--- config.mk ---
export PLATFORM = sky130hd
export DESIGN_NAME = clkdiv_burst_sequencer
export DESIGN_NICKNAME = d
export VERILOG_FILES = /design/src/rtl/clkdiv_seq_pkg.sv /design/src/rtl/clkdiv_edge_counter.sv /design/src/rtl/clkdiv_burst_sequencer.sv
export SDC_FILE = /design/constraint.sdc
export NUM_CORES = 1
export LEC_CHECK = 0
export ABC_AREA = 1
export BUFFER_PORTS_ARGS = -buffer_cell sky130_fd_sc_hd__clkbuf_2
export CORE_AREA = 2 2 169 171
export CTS_CLUSTER_DIAMETER = 200
export DETAILED_ROUTE_END_ITERATION = 8
export DIE_AREA = 0 0 171 173
export GPL_TIMING_DRIVEN = 0
export PLACE_DENSITY = 0.77
export SLEW_MARGIN = 0
export SYNTH_ARGS = -nofsm -noshare
export SYNTH_HDL_FRONTEND = slang
export SYNTH_HIERARCHICAL = 1
export SYNTH_SLANG_ARGS = --single-unit
export TNS_END_PERCENT = 30
--- constraint.sdc ---
create_clock -name I_CLK -period 4.09 [get_ports I_CLK]
set_input_delay 0.409 -clock I_CLK [delete_from_list [all_inputs] [get_ports I_CLK]]
set_output_delay 0.409 -clock I_CLK [all_outputs]
set_load 0.05 [all_outputs]
--- src/rtl/clkdiv_seq_pkg.sv ---
// Shared definitions for the clock-divider burst sequencer: FSM state encoding
// and the default counter widths and watchdog limit.
package clkdiv_seq_pkg;

   localparam int unsigned CNT_W_DEF          = 32;
   localparam int unsigned BURST_W_DEF        = 16;
   localparam int unsigned TIMEOUT_CYCLES_DEF = 32'd1_000_000;

   typedef enum logic [2:0] {
      ST_IDLE = 3'd0,
      ST_LOAD = 3'd1,
      ST_RUN  = 3'd2,
      ST_GAP  = 3'd3,
      ST_DONE = 3'd4
   } state_e;

endpackage

--- src/rtl/clkdiv_edge_counter.sv ---
// Rising-edge detector on the divided clock plus a saturating edge counter
// with synchronous clear and a "target reached" flag.
module clkdiv_edge_counter
   import clkdiv_seq_pkg::*;
#(
   parameter int unsigned CNT_W = CNT_W_DEF
) (
   input  logic             clk_i,
   input  logic             rst_ni,
   input  logic             clk_div_i,
   input  logic             en_i,
   input  logic             clr_i,
   input  logic [CNT_W-1:0] target_i,
   output logic             reached_o
);

   logic             prev_q;
   logic [CNT_W-1:0] cnt_q;
   logic [CNT_W-1:0] cnt_d;
   logic             rise;

   assign rise = clk_div_i & ~prev_q;

   // Counting stops at the target so the count can never wrap.
   always_comb begin
      cnt_d = cnt_q;
      if (clr_i) begin
         cnt_d = '0;
      end else if (en_i && rise && (cnt_q < target_i)) begin
         cnt_d = cnt_q + CNT_W'(1);
      end
   end

   always_ff @(posedge clk_i or negedge rst_ni) begin
      if (!rst_ni) begin
         prev_q <= 1'b0;
         cnt_q  <= '0;
      end else begin
         prev_q <= clk_div_i;
         cnt_q  <= cnt_d;
      end
   end

   assign reached_o = (cnt_q >= target_i);

endmodule

--- src/rtl/clkdiv_burst_sequencer.sv ---
// Sequences the clock_divider through a programmed series of bursts separated by gaps.
// Optional per-burst watchdog is built when CLKDIV_SEQ_TIMEOUT_EN is defined.
module clkdiv_burst_sequencer
   import clkdiv_seq_pkg::*;
#(
   parameter int unsigned CNT_W          = CNT_W_DEF,
   parameter int unsigned BURST_W        = BURST_W_DEF,
   parameter int unsigned TIMEOUT_CYCLES = TIMEOUT_CYCLES_DEF
) (
   input  logic               I_CLK,
   input  logic               I_RSTn,
   input  logic               I_ENABLE,
   input  logic               I_ABORT,
   input  logic [CNT_W-1:0]   I_DIV_FACTOR,
   input  logic [CNT_W-1:0]   I_ACTIVE_COUNT,
   input  logic [BURST_W-1:0] I_BURST_COUNT,
   input  logic [CNT_W-1:0]   I_GAP_CYCLES,
   input  logic               I_CLK_DIV,
   output logic               O_DIV_START,
   output logic [CNT_W-1:0]   O_DIV_FACTOR,
   output logic [CNT_W-1:0]   O_DIV_ACTIVE_COUNT,
   output logic               O_BUSY,
   output logic               O_DONE,
   output logic               O_CFG_ERR,
   output logic [BURST_W-1:0] O_BURST_IDX,
   output logic               O_TIMEOUT
);

   function automatic logic [CNT_W-1:0] at_least_one(input logic [CNT_W-1:0] v);
      return (v == '0) ? CNT_W'(1) : v;
   endfunction

   state_e             state_q, state_d;
   logic [CNT_W-1:0]   cfg_factor_q, cfg_factor_d;
   logic [CNT_W-1:0]   cfg_active_q, cfg_active_d;
   logic [BURST_W-1:0] cfg_bursts_q, cfg_bursts_d;
   logic [CNT_W-1:0]   cfg_gap_q, cfg_gap_d;
   logic [CNT_W-1:0]   div_factor_q, div_factor_d;
   logic [CNT_W-1:0]   div_active_q, div_active_d;
   logic               start_q, start_d;
   logic               cfg_err_q, cfg_err_d;
   logic [BURST_W-1:0] idx_q, idx_d;
   logic [CNT_W-1:0]   gap_cnt_q, gap_cnt_d;
   logic [BURST_W-1:0] last_idx;
   logic               cnt_en;
   logic               cnt_clr;
   logic               cnt_reached;

`ifdef CLKDIV_SEQ_TIMEOUT_EN
   localparam logic [31:0] WD_LAST = 32'(TIMEOUT_CYCLES - 1);
   logic [31:0] wd_q, wd_d;
   logic        timeout_q, timeout_d;
`endif

   assign last_idx = cfg_bursts_q - BURST_W'(1);

   clkdiv_edge_counter #(
      .CNT_W(CNT_W)
   ) u_edge_cnt (
      .clk_i    (I_CLK),
      .rst_ni   (I_RSTn),
      .clk_div_i(I_CLK_DIV),
      .en_i     (cnt_en),
      .clr_i    (cnt_clr),
      .target_i (cfg_active_q),
      .reached_o(cnt_reached)
   );

   always_comb begin
      state_d      = state_q;
      cfg_factor_d = cfg_factor_q;
      cfg_active_d = cfg_active_q;
      cfg_bursts_d = cfg_bursts_q;
      cfg_gap_d    = cfg_gap_q;
      div_factor_d = div_factor_q;
      div_active_d = div_active_q;
      start_d      = 1'b0;
      cfg_err_d    = 1'b0;
      idx_d        = idx_q;
      gap_cnt_d    = gap_cnt_q;
      cnt_en       = 1'b0;
      cnt_clr      = 1'b1;
`ifdef CLKDIV_SEQ_TIMEOUT_EN
      wd_d         = '0;
      timeout_d    = timeout_q;
`endif

      // Abort has priority over everything, including a same-cycle enable.
      if (I_ABORT) begin
         state_d = ST_IDLE;
      end else begin
         unique case (state_q)
            ST_IDLE: begin
               if (I_ENABLE) begin
                  if (I_DIV_FACTOR == '0) begin
                     cfg_err_d = 1'b1;
                  end else if ((I_BURST_COUNT == '0) || (I_ACTIVE_COUNT == '0)) begin
                     state_d = ST_DONE;
                  end else begin
                     cfg_factor_d = I_DIV_FACTOR;
                     cfg_active_d = I_ACTIVE_COUNT;
                     cfg_bursts_d = I_BURST_COUNT;
                     cfg_gap_d    = at_least_one(I_GAP_CYCLES);
`ifdef CLKDIV_SEQ_TIMEOUT_EN
                     timeout_d    = 1'b0;
`endif
                     state_d      = ST_LOAD;
                  end
               end
            end
            ST_LOAD: begin
               div_factor_d = cfg_factor_q;
               div_active_d = cfg_active_q;
               idx_d        = '0;
               state_d      = ST_RUN;
            end
            ST_RUN: begin
               cnt_en  = 1'b1;
               cnt_clr = 1'b0;
               if (cnt_reached) begin
                  gap_cnt_d = '0;
                  state_d   = (idx_q == last_idx) ? ST_DONE : ST_GAP;
               end else begin
                  start_d = 1'b1;
               end
            end
            ST_GAP: begin
               // Start is raised on the exit edge so it is low for exactly cfg_gap cycles.
               if (gap_cnt_q == (cfg_gap_q - CNT_W'(1))) begin
                  start_d = 1'b1;
                  state_d = ST_RUN;
                  if (idx_q != last_idx) begin
                     idx_d = idx_q + BURST_W'(1);
                  end
               end else begin
                  gap_cnt_d = gap_cnt_q + CNT_W'(1);
               end
            end
            ST_DONE: begin
               state_d = ST_IDLE;
            end
            default: begin
               state_d = ST_IDLE;
            end
         endcase

`ifdef CLKDIV_SEQ_TIMEOUT_EN
         if ((state_q == ST_RUN) && !cnt_reached) begin
            if (wd_q == WD_LAST) begin
               timeout_d = 1'b1;
               start_d   = 1'b0;
               state_d   = ST_IDLE;
            end else begin
               wd_d = wd_q + 32'd1;
            end
         end
`endif
      end
   end

   always_ff @(posedge I_CLK or negedge I_RSTn) begin
      if (!I_RSTn) begin
         state_q      <= ST_IDLE;
         cfg_factor_q <= '0;
         cfg_active_q <= '0;
         cfg_bursts_q <= '0;
         cfg_gap_q    <= '0;
         div_factor_q <= '0;
         div_active_q <= '0;
         start_q      <= 1'b0;
         cfg_err_q    <= 1'b0;
         idx_q        <= '0;
         gap_cnt_q    <= '0;
      end else begin
         state_q      <= state_d;
         cfg_factor_q <= cfg_factor_d;
         cfg_active_q <= cfg_active_d;
         cfg_bursts_q <= cfg_bursts_d;
         cfg_gap_q    <= cfg_gap_d;
         div_factor_q <= div_factor_d;
         div_active_q <= div_active_d;
         start_q      <= start_d;
         cfg_err_q    <= cfg_err_d;
         idx_q        <= idx_d;
         gap_cnt_q    <= gap_cnt_d;
      end
   end

`ifdef CLKDIV_SEQ_TIMEOUT_EN
   always_ff @(posedge I_CLK or negedge I_RSTn) begin
      if (!I_RSTn) begin
         wd_q      <= '0;
         timeout_q <= 1'b0;
      end else begin
         wd_q      <= wd_d;
         timeout_q <= timeout_d;
      end
   end

   assign O_TIMEOUT = timeout_q;
`else
   logic unused_timeout_cfg;
   assign unused_timeout_cfg = |32'(TIMEOUT_CYCLES);
   assign O_TIMEOUT          = 1'b0;
`endif

   assign O_DIV_START        = start_q;
   assign O_DIV_FACTOR       = div_factor_q;
   assign O_DIV_ACTIVE_COUNT = div_active_q;
   assign O_BUSY             = (state_q != ST_IDLE);
   assign O_DONE             = (state_q == ST_DONE);
   assign O_CFG_ERR          = cfg_err_q;
   assign O_BURST_IDX        = idx_q;

endmodule

==> results of run 1 <==
-- flip-flops by register name, indices dropped and copies added (netlist names) --
name,cells
O_DIV_ACTIVE_COUNT,32
O_DIV_FACTOR,32
cfg_active_q,32
cfg_factor_q,32
cfg_gap_q,32
gap_cnt_q,32
u_edge_cnt/cnt_q,32
O_BURST_IDX,16
cfg_bursts_q,16
state_q,3
O_CFG_ERR,1
O_DIV_START,1
u_edge_cnt/prev_q,1
-- final timing paths --
path / from / end / slack [ps] / depth (start not counted)
worst min-delay path: I_DIV_FACTOR[12] / cfg_factor_q[12] / 80 / 3
worst max register to register: cfg_gap_q[0] / gap_cnt_q[12] / 1100 / 17
max in group asynchronous: I_RSTn / u_edge_cnt/cnt_q[20] / 2730 / 3
worst max-delay path: cfg_gap_q[0] / gap_cnt_q[12] / 1100 / 17
worst min register to register: cfg_factor_q[18] / cfg_factor_q[18] / 470 / 2
min in group asynchronous: I_RSTn / gap_cnt_q[3] / 400 / 2
-- what timing repair did --
| action | in CTS | in global routing |
|---|---|---|
| resized for setup | 0 | 0 |
| setup buffers | 0 | 0 |
| hold buffers | 2 | 0 |
| endpoints found under the hold margin | 65 | 0 |
-- layer usage --
layer  global-route usage  vias up  wire length (um)
met5                    0        -                 0
met4                0.130        0              2180
met3               0.0529      126              3310
met2                0.572      596             23900
met1                0.447     7606             20900
li1                     -     7642                 -
-- report_power, final --
group | switching, mW | internal [mW]
Combinational | 3.61 | 1.57
Sequential | 0.721 | 3.42
Clock | 1.11 | 1.53
-- placed cells by master, fill, tap and decap left out, drive strengths merged, types with 29 or more instances in the layout --
cell and count:
o21ai 42, nor2 298, nand2 718, inv 188, clkbuf 293, xnor2 46
a21oi 29, xor2 57, buf 38, nand4 72, nand3 204, ha 37
dfrtp 262, mux2 62, nor3 55
-- cell type report --
class | count | area [um2] | share of cell area
Antenna cell | 1 | 2.50 | 0.000133
Buffer | 87 | 405 | 0.0215
Clock buffer | 42 | 865 | 0.0458
Clock inverter | 9 | 93.8 | 0.00497
Inverter | 192 | 723 | 0.0383
Multi-Input combinational cell | 1685 | 8670 | 0.459
Sequential cell | 262 | 6560 | 0.347
Tap cell | 378 | 473 | 0.0251
Timing Repair Buffer | 204 | 1080 | 0.0575
-- kinds of logic (layout without fill, tap and decap cells) --
kind of cell             after synthesis  in the layout  share of synthesized area
AND/OR/NAND/NOR                     1397           1397                      0.374
buffers and inverters                279            534                     0.0690
flip-flops                           262            262                      0.401
XOR/XNOR                             104            104                     0.0566
AO/OA/AOI/OAI                         84             84                     0.0283
multiplexers                          62             62                     0.0427
adder cells (fa/ha/maj)               37             37                     0.0283
other                                  1              2                   0.000229
-- worst reg2reg max path: stages, from the launching register on --
cell	delay, ps
dfrtp_1	420
inv_1	140
ha_1	270
nand3_4	140
nor2_2	200
nand2_1	190
inv_1	120
nand2_1	50
nand2_1	60
nand2_1	90
inv_1	100
nand3_1	70
nor2_1	240
nand3_2	310
nand3_4	250
buf_6	170
nand2_1	50
nand2_1	70
==> impl_metrics.ini, run 1 <==
[floorplan]
die-area_um2 = 29600
rows = 61
die_h_um = 173
core_area_um2 = 27600
io_pins = 202
start_util = 0.592
die_w_um = 171

[synthesis]
seq_area_frac_synth = 0.401
ys_ff_latch = 262
synth_ff_type = dfrtp_1
avgSynthCellArea_um2 = 7.35
synth_warnings = 6
yosys.area.top_type_share = 0.401
synth_top_area_cell = dfrtp_1
synth_cell_type_count = 50
synth-edff-count = 0
yosys-top-cells-area = dfrtp_1 (40%), nand2_1 (16%), nor2_1 (6.4%)
ys_async_sr_fraction = 1.00
syn-cell-area_um2 = 16400
synth_common_cells = nand2_1 (707), nor2_1 (280), dfrtp_1 (262), nand3_1 (199), inv_1 (177)
netlist_instances = 2226
synth_most_common_cell = nand2_1
syn_nets = 2380

[critical_path]
crit_family = simple AND/OR/NAND/NOR gates
path_cells = inv_1 -> ha_1 -> nand3_4 -> nor2_2 -> nand2_1 -> inv_1 -> nand2_1 -> nand2_1 -> nand2_1 -> inv_1 -> nand3_1 -> nor2_1 -> nand3_2 -> nand3_4 -> buf_6 -> nand2_1 -> nand2_1
cp.arrival_ps = 3500
critPathLaunchType = flip-flop
cpMostUsedCell = nand2_1
timing.critical_path.required_ps = 4600
endpoint_kind = flip-flop
max_stage_delay_ps = 420
path_class = reg2reg
cp_num_buf_inv = 4
slowest_stage = dfrtp_1
cp_max_fo = 10

[drt]
wl_per_cell_um = 17.6
route.detailed.drc = 0
drt_iter0_markers = 1376
antenna_left = 0
firstDrtPassIters = 6
num_vias = 16000
vias_per_cell = 5.58
routed_wl_um = 50200

[global_routing]
antenna_found_initial = 1
overflow = 0
grt_pass1_vias = 15700
grt_max_degree = 111
track_usage = 0.342
grt_pass1_wl_um = 80600

[clock_tree]
cts_tree = done
cts.sinks = 262
cts_root_buffer = clkbuf_16
clkTransAtPathRegs_ps = 60
cts_max_path_buffers = 3
htree_levels = 1
numCtsBuffers = 29
worst_skew_pair.late_latency_ps = 580

[worst_hold_path]
hold_path.class = in2reg

[flow_run]
maxCapViolCount = 0

[sta]
period_share = 0.731
maxSlewHeadroom = 0.133
layout_setup_ws_ps = 1100
final.min_clock_period_ps = 2990
hold_violations = 0
rsz0062_at_grt = false
maxSlewViolCount = 0
finalSetupViolations = 0
clock.fmax_mhz = 335
holdWs_ps = 77.1
fin_setup_tns_ps = 0
clock-skew-final_ps = 6.90
worst_pin_slew_ps = 1290

[placement]
dp.cells = 2806
gp_congestion = 0.977
hpwl_um = 39000
portBuffers = 200
preCtsSetupSlack_ps = 973
placed_cell_area_um2 = 17900

[finish]
fin_util = 0.683
final_area_um2 = 18900
nets = 2615
layout-drive-gt1-share = 0.160
instances_no_fill = 2860
area_delta_synth_final_pct = 15.4
fill_cells = 2426

[pwr]
power_leakage_nw = 9.42
peakVddDrop_mv = 0.577
power_mw = 12.0
p_per_area_nw_per_um2 = 634

[status]
outcome = finished clean
(Power assumes the default switching activity.)
==> run 2, diff against run 1 <==
- ABC_AREA: 1 -> 0
- CORE_AREA: 2 2 169 171 -> 2 2 170 172
- DIE_AREA: 0 0 171 173 -> 0 0 172 174
- PLACE_DENSITY: 0.77 -> 0.72
- clock period: 4.09 -> 2.5 ns (I/O delays scaled with it)
==> run 2 against run 1 <==
- the flow now finishes with violations (negative setup slack)
- non-clock buffer count grew 225
- area after synthesis shrank 10%
- via count shrank 10%
- critical path type unchanged
- largest cell class unchanged
- highest routed layer unchanged
==> impl_metrics.ini, run 2 <==
[pwr]
p_seq_frac = 0.379
p_per_area_nw_per_um2 = 751
power_frac_comb = 0.327
clockPowerShare = 0.294
p_switching_mw = 5.81
sw_frac_of_total = 0.377
internal_power_mw = 9.60
power_leakage_nw = 9.21
peakVddDrop_mv = 0.690

[finish]
final_common_cell = nand2_1
area_delta_synth_final_pct = 40.0
nets = 2156
antenna_cells = 0
final_cell_mix = nand2_1 (263), dfrtp_1 (243), clkbuf_2 (212)
fin_util = 0.726
layout-drive-gt1-share = 0.355

[synthesis]
yosys-top-cells-area = dfrtp_1 (45%), mux2_2 (8.5%), nand2_1 (6.9%)
seq_area_frac_synth = 0.447
ys_ff_latch = 262
synthAdderAreaFrac = 0.0316
yosys.area.top_type_share = 0.447
synth_common_cells = nand2_1 (271), dfrtp_1 (262), mux2_2 (110), a21oi_1 (64), nor2_1 (60)
synthMuxAreaShare = 0.0934
synth_top_area_cell = dfrtp_1
yosys.area_share.xor_xnor = 0.0388
synth_most_common_cell = nand2_1
synth-edff-count = 0
synth_warnings = 6
ys_async_sr_fraction = 1.00
synth-simple-area-share = 0.251
syn-cell-area_um2 = 14700
syn_nets = 1693
netlist_instances = 1539
synth_ff_type = dfrtp_1
synth_cell_type_count = 83
synth_top_family_by_area = simple AND/OR/NAND/NOR gates
synth_compound_gate_area_share = 0.0972
avgSynthCellArea_um2 = 9.52

[sta]
period_share = 1.34
hold_violations = 0
finalSetupViolations = 84
rsz0062_at_grt = true
worst_pin_slew_ps = 861
final.min_clock_period_ps = 3340
maxSlewViolCount = 0
layout_setup_ws_ps = -842
maxSlewHeadroom = 0.426
clock.fmax_mhz = 299
clock-skew-final_ps = 13.7

[drt]
dr_wl_met2_um = 23300
route.detailed.drc = 0
firstDrtPassIters = 5
routed_wl_um = 48500
antenna_left = 0
drt_iter0_markers = 1410
num_vias = 14400
route.met3.wl_um = 3680
wl_met1_um = 19500
wl_per_cell_um = 20.1
vias_per_cell = 5.97
routed.top_layer = met4

[critical_path]
max_stage_delay_ps = 510
r2r-end = gap_cnt_q[29]
startpoint = cfg_gap_q[17]
endpoint_kind = flip-flop
cp_num_buf_inv = 2
cp.arrival_ps = 3830
crit_family = simple AND/OR/NAND/NOR gates
slowest_stage = or4_4
r2r_cells = 11
cp_max_fo = 8
path_cells = nor4_4 -> and4b_1 -> nand2_2 -> or4_4 -> a211o_1 -> nor3_4 -> nand4bb_1 -> buf_6 -> clkbuf_16 -> a21bo_1 -> a21oi_1
path_class = reg2reg
r2r_slack_ps = -840
critPathLaunchType = flip-flop
r2r-start = cfg_gap_q[17]
timing.critical_path.required_ps = 2990

[floorplan]
die_h_um = 174
start_util = 0.519
die-area_um2 = 29900
io_pins = 202
core_area_um2 = 28200
die_w_um = 172
rows = 62

[global_routing]
overflow = 0
grt_pass1_wl_um = 73300
track_usage = 0.305
grt_max_degree = 102
grt_pass1_vias = 14200
antenna_found_initial = 0

[clock_tree]
numCtsBuffers = 30
clkTransAtPathRegs_ps = 60
htree_levels = 1
worst_skew_pair.late_latency_ps = 580
cts_max_path_buffers = 3
cts_tree = done
cts_root_buffer = clkbuf_16
cts.sinks = 262

[status]
outcome = complete, but fails checks
failed_checks = negative setup slack

[placement]
hpwl_um = 30200
preCtsSetupSlack_ps = -1440
gp_congestion = 0.922
portBuffers = 200

[worst_hold_path]
whs_path_depth = 4
hold_end = O_CFG_ERR
hold_path.startpoint = I_DIV_FACTOR[1]
hold_path.class = in2reg

[flow_run]
maxCapViolCount = 0
==> run 2: cell count changes after synthesis, moves of 20 or more <==
cell	previous run	this run
o31ai_1	0	29
mux2_2	62	110
nand3_1	199	47
nand4_1	72	52
nand2_1	707	271
and3_1	2	26
or4_1	1	33
nor4_1	20	52
nor2_1	280	60
a21oi_1	28	64
inv_1	177	53
xor2_1	57	24
==> run 2: per-stage QoR <==
step / std cells / power, mW / hold WS, ps / area [um2] / TNS [ps]
finish: 2409 / 15.4 / 113 / 20500 / -44380
global route: 2409 / 16.1 / 122 / 20500 / -55490
CTS: 2361 / 15.0 / 137 / 19500 / -35180
detailed placement: 2125 / 10.1 / 391 / 16300 / -163670
global placement: 2123 / 9.95 / 427 / 16200 / -1285960
floorplan: 1539 / 8.86 / -45.6 / 14700 / -25930
==> run 2: final cells by class <==
cell class	instances	area [um2]
fillers	1969	7720
clock inverters	11	128
multi-input cells	1138	8410
flip-flops and latches	262	6580
inverters	54	205
plain buffers	78	529
well taps	384	480
repair buffers	438	3290
clock buffers	44	893
==> run 2: logic make-up after synthesis <==
group,Yosys count
AO/OA/AOI/OAI,213
XOR/XNOR,65
adder cells (fa/ha/maj),37
buffers and inverters,139
flip-flops,262
multiplexers,123
other,1
AND/OR/NAND/NOR,699
==> run 2: worst max-delay path by stage <==
| stage | end | cells past startpoint |
|---|---|---|
| global route | gap_cnt_q[24] | 11 |
| finish | gap_cnt_q[29] | 11 |
| global placement | O_DIV_ACTIVE_COUNT[22] | 1 |
| floorplan | gap_cnt_q[24] | 12 |
| CTS | gap_cnt_q[26] | 13 |
| detailed placement | gap_cnt_q[11] | 13 |
==> run 2: worst register-to-register path: cells and delay by family, from the launching register on <==
family,cells,cell delay [ps]
AO/OA/AOI/OAI,3,590
buffers and inverters,2,360
flip-flops,1,490
AND/OR/NAND/NOR,6,1820
==> run 2: power groups by stage <==
| stage | sequential [mW] | clock, mW | combinational [mW] |
|---|---|---|---|
| final | 5.85 | 4.52 | 5.04 |
| after global routing | 5.95 | 4.75 | 5.40 |
| after CTS | 5.79 | 4.55 | 4.70 |
| after detailed placement | 5.83 | 0 | 4.26 |
| after global placement | 5.81 | 0 | 4.14 |
| after floorplan | 7.04 | 0 | 1.82 |
==> run 2: timing repair <==
action / 4_1_cts / 5_1_grt
hold endpoints to repair: 215 / 0
setup buffers: 70 / 47
hold buffers: 116 / 0
cloned: 0 / 5
pin swaps: 61 / 70
resized for setup: 133 / 151
setup endpoints to repair: 240 / 220
==> run 2: metal layers <==
metal	vias to the layer above	global-route usage
li1	6495	-
met1	7083	0.401
met2	648	0.497
met3	149	0.0594
met4	0	0.122
met5	-	0
